$ cat config.mk
export PLATFORM = sky130hd
export DESIGN_NAME = bcd_display_formatter
export DESIGN_NICKNAME = d
export VERILOG_FILES = /design/src/rtl/bcd_display_formatter.sv
export SDC_FILE = /design/constraint.sdc
export NUM_CORES = 1
export LEC_CHECK = 0
export CAP_MARGIN = 20
export CORE_MARGIN = 4
export CORE_UTILIZATION = 58
export CTS_CLUSTER_SIZE = 12
export DETAILED_ROUTE_END_ITERATION = 8
export PLACE_DENSITY_LB_ADDON = 0.15
export SLEW_MARGIN = 20
export SYNTH_ARGS = -nofsm -noshare
export SYNTH_HDL_FRONTEND = slang
export SYNTH_SLANG_ARGS = --single-unit
$ cat constraint.sdc
create_clock -name clk -period 4.3 [get_ports clk]
set_input_delay 0.86 -clock clk [delete_from_list [all_inputs] [get_ports clk]]
set_output_delay 0.86 -clock clk [all_outputs]
set_load 0.1 [all_outputs]
$ cat src/rtl/bcd_display_formatter.sv
// rtl/bcd_display_formatter.sv - binary to packed BCD converter with decimal-point mask
// Iterative double-dabble, one input bit per clock, outputs held between updates.
module bcd_display_formatter #(
   parameter int BIN_W = 27
) (
   input  logic             clk,
   input  logic             resetn,
   input  logic [BIN_W-1:0] bin_in,
   input  logic             dp_en,
   input  logic [2:0]       dp_sel,
   input  logic             start,
   output logic             ready,
   output logic [31:0]      data,
   output logic [7:0]       dps,
   output logic             valid,
   output logic             ovf
);

   localparam logic [31:0] BCD_MAX  = 32'd99_999_999;
   localparam logic [4:0]  CNT_INIT = 5'(BIN_W);

   typedef enum logic [1:0] {S_IDLE, S_SHIFT, S_DONE} state_t;

   state_t           state;
   logic [BIN_W-1:0] shift_q;
   logic [31:0]      scratch_q;
   logic [31:0]      scratch_nxt;
   logic [30:0]      scratch_adj;
   logic [4:0]       cnt_q;
   logic             ovf_pending;
   logic [7:0]       dp_mask;
   logic [31:0]      bin_ext;
   logic             ovf_in;

   assign bin_ext = 32'(bin_in);
   assign ovf_in  = (BIN_W >= 27) && (bin_ext > BCD_MAX);

   // Add-3 on every nibble >= 5, then shift; bit 31 would only be lost on overflow.
   always_comb begin
      scratch_adj = '0;
      for (int i = 0; i < 7; i++) begin
         scratch_adj[4*i +: 4] = (scratch_q[4*i +: 4] >= 4'd5) ? scratch_q[4*i +: 4] + 4'd3
                                                               : scratch_q[4*i +: 4];
      end
      scratch_adj[30:28] = scratch_q[30:28] + ((scratch_q[31:28] >= 4'd5) ? 3'd3 : 3'd0);
      scratch_nxt        = {scratch_adj, shift_q[BIN_W-1]};
   end

   always_ff @(posedge clk or negedge resetn) begin
      if (!resetn) begin
         state       <= S_IDLE;
         ready       <= 1'b1;
         valid       <= 1'b0;
         data        <= '0;
         dps         <= '0;
         ovf         <= 1'b0;
         shift_q     <= '0;
         scratch_q   <= '0;
         cnt_q       <= '0;
         ovf_pending <= 1'b0;
         dp_mask     <= '0;
      end else begin
         case (state)
            S_IDLE: begin
               if (start && ready) begin
                  shift_q     <= bin_in;
                  scratch_q   <= '0;
                  cnt_q       <= CNT_INIT;
                  ovf_pending <= ovf_in;
                  dp_mask     <= dp_en ? (8'b1 << dp_sel) : 8'h00;
                  ready       <= 1'b0;
                  state       <= S_SHIFT;
               end
            end
            S_SHIFT: begin
               scratch_q <= scratch_nxt;
               shift_q   <= shift_q << 1;
               cnt_q     <= cnt_q - 5'd1;
               // Final shift result goes straight to the outputs; DONE holds the valid cycle.
               if (cnt_q == 5'd1) begin
                  state <= S_DONE;
                  valid <= 1'b1;
                  if (ovf_pending) begin
                     data <= 32'hEEEE_EEEE;
                     dps  <= 8'h00;
                     ovf  <= 1'b1;
                  end else begin
                     data <= scratch_nxt;
                     dps  <= dp_mask;
                     ovf  <= 1'b0;
                  end
               end
            end
            S_DONE: begin
               valid <= 1'b0;
               ready <= 1'b1;
               state <= S_IDLE;
            end
            default: begin
               state <= S_IDLE;
               ready <= 1'b1;
               valid <= 1'b0;
            end
         endcase
      end
   end

endmodule

==> results by group <==
Cells and area
  • Area grow syn2layout: 26.88%
  • Final #Nets: about 680
  • Fin util: 0.7511
  • Area of the multi-input gates: 2286 sq um
  • Ant diodes: 0
  • FF+latch area: about 3000 sq um
  • Share of post-route cells with drive strength above 1: 0.08243
  • FILL cells: 647

Timing
  • Slew HR: 0.3398
  • Final Hold Violating Endpoints: 0
  • Min Tclk post-route: approximately 3.1 ns
  • Peak Freq: around 330 MHz
  • Tightest Pin Transition: around 0.99 ns
  • Final Skew: 0.01294 ns
  • Tcrit/Tclk final: 0.7107
  • RSZ-0062 raised after global routing: false
  • Setup TNS: 0 ns
  • Endpoints failing setup: 0
  • Max-slew violation count: 0

Route
  • Detailed Route WL: between 10 and 15 mm
  • Via/cell ratio: just under 6
  • Vias: 4421
  • Antenna viol nets, final: 0
  • Wire per inst: 16.72 microns
  • DRC Markers: 0
  • Initial DRC Count: 322
  • First drt pass iteration count: 5

GRT
  • Global routing usage on met2: 0.3990
  • Antenna violations before repair: 0
  • GRT Max-Usage Layer: met2
  • Global Route Usage Sum: 0.2389
  • Vias in the first global route: between 4000 and 5000
  • Met3 Resource Use GR: 0.05188
  • Total gr overflow: 0
  • Met1 Usage GRT: 0.3139
  • Largest net degree at the start of global routing: 64
  • First-pass GRT wire length: approximately 21 mm

Logic synthesis
  • Synth top area cells: dfrtp_1 54%, nand2_1 8.0%, o21ai_0 4.1%, ha_1 3.9%, a22oi_1 3.5%
  • Seq/Total Area, Yosys: 0.5453
  • Post-synthesis cell count: 557
  • Yosys top cell by area: dfrtp_1
  • Syn Nets: slightly above 600
  • Count leader, synth: dfrtp_1
  • Fraction of registers with async set/reset: 1.000
  • Syn Area/Cell: a little under 10 sq um
  • Main flop type after synthesis: dfrtp_1
  • Count of different cell masters after synthesis: 40
  • Synth Register Bits: roughly 120
  • Synth Warn #: 0
  • Cell Area, Synth: about 5400 sq um
  • Share of the synthesized area in the top cell type: 0.5404
  • Most frequent cells after synthesis: 117 x dfrtp_1, 116 x nand2_1, 44 x o21ai_0
  • EDFF count, synth: 0

Critical path
  • Max incr delay on CP: 1.14 ns
  • Worst EP arrival: around 2.2 ns
  • Crit path launch type: flip-flop
  • Critical path type: flip-flop to primary output
  • CP required: around 3.4 ns
  • Crit path cell chain: clkdlybuf4s50_1
  • Critical-path top delay cell: clkdlybuf4s50_1
  • CP Max Fanout: 4
  • CP delay by family, top: buffers and inverters
  • Worst Path Buf+Inv: 1
  • Worst setup EP type: primary output

Die
  • Die W: about 100 microns
  • Core Region: ~9200 sq um
  • Initial Util: 0.5919
  • Rows: 35
  • Io pins: 77
  • Die H: 104.7 microns
  • Die Area: 10950 sq um

Clocking
  • CTS tree: done
  • CTS Sinks: 118
  • CTS buffer count: 17
  • Post-CTS setup buffers: 0
  • Root buf cell: clkbuf_8
  • Resized Gates After CTS: 0
  • CTS Hold Bufs: 0
  • CTS H-tree depth: 4
  • Worst-Skew Late Latency: slightly above 0.5 ns
  • Reg clk slew, reported paths: around 0.06 ns
  • Clk buf depth: 2

Place
  • Quantity of I/O buffers inserted on ports: 76
  • HPWL after DPL: between 8 and 9 mm
  • GP Congestion: 0.7876

Outcome
  • Run status: complete, no violations

Worst hold path
  • Worst min path class: primary input to async pin

Run
  • Max Cap Viol: 0
[layer usage]
layer / part of all wire / vias to the layer above
li1: - / 2081
met1: 0.44 / 2186
met2: 0.50 / 141
met3: 0.049 / 13
met4: 0.010 / 0
met5: 0 / -
[kinds of logic (layout without fill, tap and decap cells)]
family,after synthesis,in the layout,synth area share
and+or+nand+nor,214,214,0.1811
AOI/OAI and AO/OA,141,141,0.1640
DFF,118,118,0.5453
buffers and inverters,50,136,0.03741
adders and majority gates,18,18,0.04296
xor gates and xnor gates,8,8,0.01293
muxes,8,8,0.01640
[state kept, by name, summed over array words and instances (netlist names)]
name and count:
state 2, data 32, dps 8, cnt_q 5, shift_q 27, scratch_q 32
dp_mask 8, ovf_pending 1, ready 1, valid 1, ovf 1
[through the flow]
step	cell area [sq um]	hold slack (ns)	std cells	setup slack, ns
floorplan	5418	0.4434	557	2.173
global placement	6277	0.4510	722	1.527
detailed placement	6277	0.4544	722	1.422
CTS	6872	0.4643	754	1.216
global route	6874	0.4827	754	1.189
finish	6874	0.4467	754	1.244
[area by class of cell]
class | count | share of cell area
Clock buffer | 24 | 0.06844
Tap cell | 111 | 0.02020
Clock inverter | 8 | 0.01802
Timing Repair Buffer | 86 | 0.1212
Multi-Input combinational cell | 389 | 0.3325
Inverter | 18 | 0.009829
Sequential cell | 118 | 0.4297
[cell usage in the layout (no fill, tap or decap), drive strengths merged, types with 2 or more instances in the layout]
cell type	instances
nor3	2
a21oi	37
nor4b	2
clkdlybuf4s50	75
o31ai	8
a22oi	25
buf	11
nand2	116
a31oi	8
bufinv	3
nand3b	9
a21o	8
dfrtp	117
clkinv	4
o41ai	2
mux2	7
nand3	27
nor2	30
inv	17
nand2b	14
a32o	7
o21ai	44
xnor2	7
clkbuf	24
clkinvlp	2
nor3b	7
ha	17
[final timing paths]
| kind | end | cells past startpoint | slack, ns | from |
|---|---|---|---|---|
| setup / recovery | ready | 1 | 1.24 | ready |
| hold / removal | scratch_q[9] | 1 | 0.45 | resetn |
| setup reg to reg | data[26] | 5 | 1.68 | state[0] |
| hold reg to reg | dps[1] | 2 | 0.46 | dps[1] |
| max in group asynchronous | cnt_q[2] | 2 | 2.96 | resetn |
| min in group clk | dps[1] | 2 | 0.46 | dps[1] |
Power is left out: the tool's default activity adds up to more than one toggle a clock period on the data nets, which glitch-free logic cannot reach.
